## config.mk

```make
export PLATFORM = sky130hd
export DESIGN_NAME = i2c_master_wr
export DESIGN_NICKNAME = d
export VERILOG_FILES = /design/src/rtl/i2c_master_wr.sv
export SDC_FILE = /design/constraint.sdc
export NUM_CORES = 1
export LEC_CHECK = 0
export BUFFER_PORTS_ARGS = -buffer_cell sky130_fd_sc_hd__buf_4
export CAP_MARGIN = 10
export CORE_MARGIN = 3
export CORE_UTILIZATION = 40
export CTS_CLUSTER_DIAMETER = 30
export DETAILED_ROUTE_END_ITERATION = 7
export PLACE_DENSITY = 0.66
export SYNTH_ARGS = -nofsm -noshare
export SYNTH_HDL_FRONTEND = slang
export SYNTH_SLANG_ARGS = --single-unit
```

## constraint.sdc

```tcl
create_clock -name clk -period 1.8 [get_ports clk]
set_input_delay 0.09 -clock clk [delete_from_list [all_inputs] [get_ports clk]]
set_output_delay 0.09 -clock clk [all_outputs]
set_load 0.01 [all_outputs]
```

## src/rtl/i2c_master_wr.sv

```systemverilog
// I2C master write engine: START, 7-bit address + W, 0..MAX_BYTES streamed data bytes, STOP.
// Every ACK is checked; a NACK aborts straight to STOP and latches ack_err until the next start.
module i2c_master_wr #(
    parameter int  CLK_DIV   = 125,
    parameter int  MAX_BYTES = 16,
    localparam int CNT_W     = $clog2(MAX_BYTES + 1)
) (
    input  logic             clk,
    input  logic             reset_n,
    input  logic             start,
    input  logic [6:0]       dev_addr,
    input  logic [CNT_W-1:0] byte_count,
    input  logic [7:0]       wr_data,
    output logic             wr_req,
    output logic             busy,
    output logic             done,
    output logic             ack_err,
    output logic             scl_oe,
    output logic             sda_oe,
    input  logic             sda_in
);

    localparam int               QW      = (CLK_DIV > 1) ? $clog2(CLK_DIV) : 1;
    localparam logic [QW-1:0]    LAST_Q  = QW'(CLK_DIV - 1);
    localparam logic [CNT_W-1:0] MAX_CNT = CNT_W'(MAX_BYTES);

    typedef enum logic [2:0] {
        IDLE,
        START,
        ADDR,
        ACK_A,
        DATA,
        ACK_D,
        STOP
    } state_e;

    state_e           state_q, state_d;
    logic [QW-1:0]    qcnt_q, qcnt_d;
    logic [1:0]       phase_q, phase_d;
    logic [2:0]       bitcnt_q, bitcnt_d;
    logic [7:0]       shift_q, shift_d;
    logic [CNT_W-1:0] bytes_left_q, bytes_left_d;
    logic             ack_err_q, ack_err_d;
    logic             sample_q, sample_d;

    logic tick;
    logic bit_end;
    logic sample_pt;

    // The quarter counter only runs outside IDLE, so a frame always starts on a fresh quarter.
    assign tick      = (state_q != IDLE) && (qcnt_q == LAST_Q);
    assign bit_end   = tick && (phase_q == 2'd3);
    assign sample_pt = tick && (phase_q == 2'd2);

    assign busy    = (state_q != IDLE);
    assign ack_err = ack_err_q;

    always_ff @(posedge clk or negedge reset_n) begin
        if (!reset_n) begin
            state_q      <= IDLE;
            qcnt_q       <= '0;
            phase_q      <= '0;
            bitcnt_q     <= '0;
            shift_q      <= '0;
            bytes_left_q <= '0;
            ack_err_q    <= 1'b0;
            sample_q     <= 1'b0;
        end else begin
            state_q      <= state_d;
            qcnt_q       <= qcnt_d;
            phase_q      <= phase_d;
            bitcnt_q     <= bitcnt_d;
            shift_q      <= shift_d;
            bytes_left_q <= bytes_left_d;
            ack_err_q    <= ack_err_d;
            sample_q     <= sample_d;
        end
    end

    always_comb begin
        state_d      = state_q;
        qcnt_d       = qcnt_q;
        phase_d      = phase_q;
        bitcnt_d     = bitcnt_q;
        shift_d      = shift_q;
        bytes_left_d = bytes_left_q;
        ack_err_d    = ack_err_q;
        sample_d     = sample_q;
        wr_req       = 1'b0;
        done         = 1'b0;

        if (state_q == IDLE) begin
            qcnt_d  = '0;
            phase_d = '0;
        end else if (tick) begin
            qcnt_d  = '0;
            phase_d = phase_q + 2'd1;
        end else begin
            qcnt_d  = qcnt_q + QW'(1);
        end

        case (state_q)
            IDLE: begin
                if (start) begin
                    state_d      = START;
                    shift_d      = {dev_addr, 1'b0};
                    bitcnt_d     = 3'd7;
                    ack_err_d    = 1'b0;
                    bytes_left_d = (byte_count > MAX_CNT) ? MAX_CNT : byte_count;
                end
            end

            START: begin
                if (bit_end) begin
                    state_d = ADDR;
                end
            end

            ADDR, DATA: begin
                if (bit_end) begin
                    shift_d  = {shift_q[6:0], 1'b0};
                    bitcnt_d = bitcnt_q - 3'd1;
                    if (bitcnt_q == 3'd0) begin
                        state_d = (state_q == ADDR) ? ACK_A : ACK_D;
                    end
                end
            end

            // The next byte is fetched in the same cycle the ACK decision is made.
            ACK_A, ACK_D: begin
                if (sample_pt) begin
                    sample_d = sda_in;
                end
                if (bit_end) begin
                    if (sample_q) begin
                        ack_err_d = 1'b1;
                        state_d   = STOP;
                    end else if (bytes_left_q != '0) begin
                        wr_req       = 1'b1;
                        shift_d      = wr_data;
                        bitcnt_d     = 3'd7;
                        bytes_left_d = bytes_left_q - CNT_W'(1);
                        state_d      = DATA;
                    end else begin
                        state_d = STOP;
                    end
                end
            end

            STOP: begin
                if (bit_end) begin
                    done    = 1'b1;
                    state_d = IDLE;
                end
            end

            default: begin
                state_d = IDLE;
            end
        endcase
    end

    always_comb begin
        scl_oe = 1'b0;
        sda_oe = 1'b0;
        case (state_q)
            START: begin
                sda_oe = phase_q[1];
            end
            ADDR, DATA: begin
                scl_oe = ~phase_q[1];
                sda_oe = ~shift_q[7];
            end
            ACK_A, ACK_D: begin
                scl_oe = ~phase_q[1];
            end
            STOP: begin
                scl_oe = (phase_q == 2'd0);
                sda_oe = ~phase_q[1];
            end
            default: begin
                scl_oe = 1'b0;
                sda_oe = 1'b0;
            end
        endcase
    end

endmodule

```

# After elaboration in Yosys (flattened, before gate mapping)
# Cells that the tools add are included.
[totals]
regBits = 30
input_bits = 24
output_inout_bits = 6
elab_cells = 96
[classes]
n_addsub = 4
order_cmp = 1
n_eq_ne = 18
muxes = 44
n_bitwise = 2
reduce_logical = 19
[ops]
columns = ["operator", "n"]
rows = [
  ["8-bit two-way mux", 5],
  ["3-bit two-way mux", 12],
  ["5-bit two-way mux", 5],
  ["8-bit case mux with 3 select lines", 1],
  ["2-bit inequality test, second input constant", 9],
  ["3-bit case mux with 5 select lines", 1],
  ["7-bit two-way mux", 2],
  ["6-bit AND reduction", 2],
  ["5-bit case mux with 2 select lines", 1],
  ["3-bit equality test, second input constant", 3],
  ["1-bit two-way mux", 9],
  ["3-bit case mux with 3 select lines", 1],
  ["2-bit two-way mux", 4],
  ["7-bit by 1-bit adder with 7-bit output, second input constant", 1],
  ["7-bit equality test, second input constant", 1],
  ["3-bit by 2-bit equality test with 1-bit output, second input constant", 2],
  ["3-bit logical NOT", 2],
  ["3-bit nonzero test", 2],
  ["5-bit > comparator, second input constant", 1],
  ["5-bit AND reduction", 1],
  ["5-bit nonzero test", 1],
  ["5-bit by 1-bit subtractor with 5-bit output, second input constant", 1],
  ["2-bit equality test, second input constant", 2],
  ["1-bit case mux with 2 select lines", 2],
  ["12 further kinds", 17],
]

# Logic depth before layout (Yosys ltp)
[depth]
word_depth = 5
depth_mapped = 8
depth_no_buf = 7

# Worst setup path after synthesis
# Ideal clock, no wire load.
[synth_path]
path_type = "flip-flop to flip-flop"
start = "register bytes_left_q[0]"
end = "register bitcnt_q[1]"
setup_time_ns = 0.125
arrival_ns = 1.776
t_required_ns = 1.675
path_slack_ns = -0.101
stages_incl_launch_ff = 9
path_buffers = 1
period_less_slack_ns = 1.901
path_cell_list = "dfrtp_1 inv_1 ha_1 nor4b_2 o21ai_0 a221oi_2 a221oi_2 buf_6 mux2_4"
[synth_via]
elab_chain_cells = 3
[synth_lines]
columns = ["item", "line", "rtl"]
rows = [
  ["start: declaration", "42", "logic [CNT_W-1:0] bytes_left_q, bytes_left_d;"],
  ["start signal: assignment", "74", "bytes_left_q <= bytes_left_d;"],
  ["5-bit nonzero test", "138", "end else if (bytes_left_q != '0) begin"],
  ["2-bit inequality test (no line)", "n/a", ""],
  ["6-bit AND reduction (no line)", "n/a", ""],
  ["end signal: assignment", "72", "bitcnt_q <= bitcnt_d;"],
  ["end: declaration", "40", "logic [2:0] bitcnt_q, bitcnt_d;"],
]
# Every way passes these cells.
# A chain may end at the register's enable or synchronous reset.

# Worst setup path after layout
[layout_path]
start = "register bytes_left_q[0]"
end = "register shift_q[1]"
[layout_via]
elab_chain_cells = 3
[layout_lines]
columns = ["item", "line", "rtl"]
rows = [
  ["5-bit nonzero test", "138", ""],
  ["2-bit inequality test (no line)", "n/a", ""],
  ["6-bit AND reduction (no line)", "n/a", ""],
  ["end signal: assignment", "73", "shift_q <= shift_d;"],
  ["end: declaration", "41", "logic [7:0] shift_q, shift_d;"],
]
# Every way passes these cells.

==> results.cfg <==
[pwr]
powerDensity_mw_per_mm2 = 777
intPower_w = 0.00140
power_switching_w = 0.000560
power_frac_clock = 0.295
vdd_drop_max_v = 0.000394
seqPwrFrac = 0.442
p_leak_nw = 1.27
switching_share = 0.286
power_frac_comb = 0.263

[layout]
mostFrequentLayoutCells = buf_4 (60), dfrtp_1 (30), nand2_1 (25)
area_delta_synth_final_pct = 33.8
fin_area_mm2 = 0.00252
final_common_cell = buf_4
layout.nets = 290
diodes = 0
drive_above_1_share = 0.371

[global_route]
met2_usage = 0.252
grt_pass1_wl_mm = 6.98
grt_util_met3 = 0.0459
grt_pass1_vias = 1498
grt_usage = 0.166
grt_max_degree = 31
overflow = 0
top_usage_layer = met2
antenna_found_initial = 0
use_met1 = 0.224

[timing]
setup_viol = 9
tightest_slew_ps = 394
period_needed_ps = 1820
skew_ps = 12.0
rsz0062_at_grt = yes
hold_viol_final = 0
fin_ws_ps = -22.5
slew_headroom = 0.737
whs_ps = 35.4
slew_violations = 0
fin_crit_sh = 1.01
max_freq_mhz = 549

[logic_synthesis]
syn_inst = 199
ys.flop_type = dfrtp_1
ys_ff_latch = 30
synth-edff-count = 0
synth_area_mm2 = 0.00188
seq_area_frac_synth = 0.399
synth_top_cell_by_area = dfrtp_1
synth_area_leaders = dfrtp_1 (40%), mux2i_1 (6.4%), mux2_4 (6.4%), ha_1 (5.3%), nand2_1 (5.0%)
synth_warnings = 0
synth_nets = 231
synth_top_area_share = 0.399
synthDistinctLibCells = 41
synth.avg_cell_area_um2 = 9.46
synth_async_sr_flop_share = 1.00

[worst_setup_path]
cp.arrival_ps = 1990
crit_top_cell = a221oi_2
critPathKind = reg2reg
r2r-start = bytes_left_q[0]$_DFFE_PN0P_
cp.required_ps = 1970
cp_cell_sequence = inv_2 > ha_4 > nor4b_4 > o21ai_2 > a221oi_2 > a221oi_2 > buf_4 > mux2_4
startpoint_type = flip-flop
crit_fanout = 6
slowest_delay_ps = 400
crit_slowest_cell = dfrtp_1
endpoint_kind = flip-flop
rrSetupSlack_ps = -20
r2r_cells = 8
r2r_end = shift_q[1]$_DFFE_PN0P_

[run]
maxCapViolCount = 0

[clocking]
cts_max_level = 2
clkLatencyLatePin_ps = 290
cts_sinks = 30
numCtsBuffers = 5
cts_tree = done
clock_path_buffers = 2
clk_pin_slew_ps = 70
root_buffer = clkbuf_8

[drt]
wl_per_cell_um = 13.2
viasPerCell = 5.09
vias = 1584
post-route-drc-count = 0
drtIter0Drc = 59
antenna_left = 0
drt_wl_total_mm = 4.11
first_pass_iters = 4

[floorplanning]
die_w_um = 74.6
row_count = 24
initial_core_util = 0.423
coreArea_mm2 = 0.00444
die-area_mm2 = 0.00556
ioPinCount = 30
die-height_um = 74.6

[place]
dp_worst_setup_slack_ps = -48.3
portBuffers = 29
dpl_cell_area_mm2 = 0.00233
dp_hpwl_mm = 2.99
place.gp.congestion = 0.843

[min_path]
whs_path_depth = 2
min_from = sda_in
hold_path.class = in2reg
holdPathEnd = sample_q$_DFFE_PN0P_

[status]
status = finished with violations
violations = negative setup slack
[worst max-delay path by stage]
stage                                            from                      end  slack, ps  depth (start not counted)
after floorplan                   qcnt_q[2]$_DFF_PN0_  bitcnt_q[1]$_DFFE_PN0P_          7                          6
after global placement    bytes_left_q[1]$_DFFE_PN0P_   shift_q[2]$_DFFE_PN0P_        -40                          8
after detailed placement          qcnt_q[5]$_DFF_PN0_   shift_q[1]$_DFFE_PN0P_        -50                          6
after CTS                 bytes_left_q[0]$_DFFE_PN0P_   shift_q[1]$_DFFE_PN0P_        -40                          8
after global routing      bytes_left_q[0]$_DFFE_PN0P_   shift_q[4]$_DFFE_PN0P_       -100                          8
final                     bytes_left_q[0]$_DFFE_PN0P_   shift_q[1]$_DFFE_PN0P_        -20                          8
[logic make-up (layout without fill, tap and decap cells)]
group | Yosys count | after routing | share of synthesized area
adder cells (fa/ha/maj) | 8 | 8 | 0.0532
AO/OA/AOI/OAI | 34 | 34 | 0.122
AND/OR/NAND/NOR | 69 | 69 | 0.186
buffers and inverters | 28 | 88 | 0.0632
flip-flops | 30 | 30 | 0.399
XOR/XNOR | 8 | 8 | 0.0372
multiplexers | 22 | 22 | 0.140
[stage by stage]
stage / util / instances / setup TNS, ps / power, W
floorplan: - / 199 / 0 / 0.00113
global placement: 0.525 / 295 / -315 / 0.00135
detailed placement: 0.525 / 295 / -369 / 0.00136
CTS: 0.556 / 308 / -312 / 0.00198
global route: 0.567 / 311 / -1050 / 0.00209
finish: 0.567 / 311 / -128 / 0.00196
[cells in the mapped netlist (3+ instances only)]
cell type,number
nand2b_1,3
ha_1,8
a21oi_1,4
mux2i_1,12
dfrtp_1,30
xor2_1,5
nor2_1,15
nand2_1,25
xnor2_1,3
o21ai_0,17
nand3_1,8
buf_2,5
clkbuf_1,6
inv_1,15
mux2_4,8
[layer usage]
layer | part of all wire | vias up
li1 | - | 797
met1 | 0.47 | 755
met2 | 0.46 | 26
met3 | 0.049 | 6
met4 | 0.018 | 0
met5 | 0 | -
[power by group through the flow]
| stage | clock (W) | combinational, W | sequential (W) |
|---|---|---|---|
| after floorplan | 0 | 0.000246 | 0.000885 |
| after global placement | 0 | 0.000470 | 0.000877 |
| after CTS | 0.000593 | 0.000518 | 0.000864 |
| after global routing | 0.000623 | 0.000584 | 0.000879 |
| after detailed placement | 0 | 0.000487 | 0.000876 |
| final | 0.000577 | 0.000514 | 0.000865 |
[registers in the layout, indices dropped and copies added, names as in the netlist]
signal	cells
ack_err	1
bitcnt_q	3
bytes_left_q	5
phase_q	2
qcnt_q	7
sample_q	1
shift_q	8
state_q	3
[area by class of cell]
class                   count  area, um^2
multi-input cells         141        1050
clock buffers               7        86.3
flip-flops and latches     30         751
fillers                   412        1930
inverters                  15        56.3
clock inverters             1        5.00
well taps                  52        65.1
repair buffers             65         505
[critical path: cells and delay by family, from the launching register on]
kind	cells	cell delay, ps
flip-flops	1	400
AO/OA/AOI/OAI	3	390
multiplexers	1	300
buffers and inverters	2	270
AND/OR/NAND/NOR	1	220
adder cells (fa/ha/maj)	1	130
[what timing repair did]
action | CTS | global route
gates cloned | 0 | 0
hold buffers | 1 | 0
pin swaps | 1 | 1
endpoints found under the setup margin | 9 | 17
hold endpoints to repair | 30 | 0
setup buffers | 4 | 3
resized for setup | 3 | 8
Power figures use the tool's default switching activity.
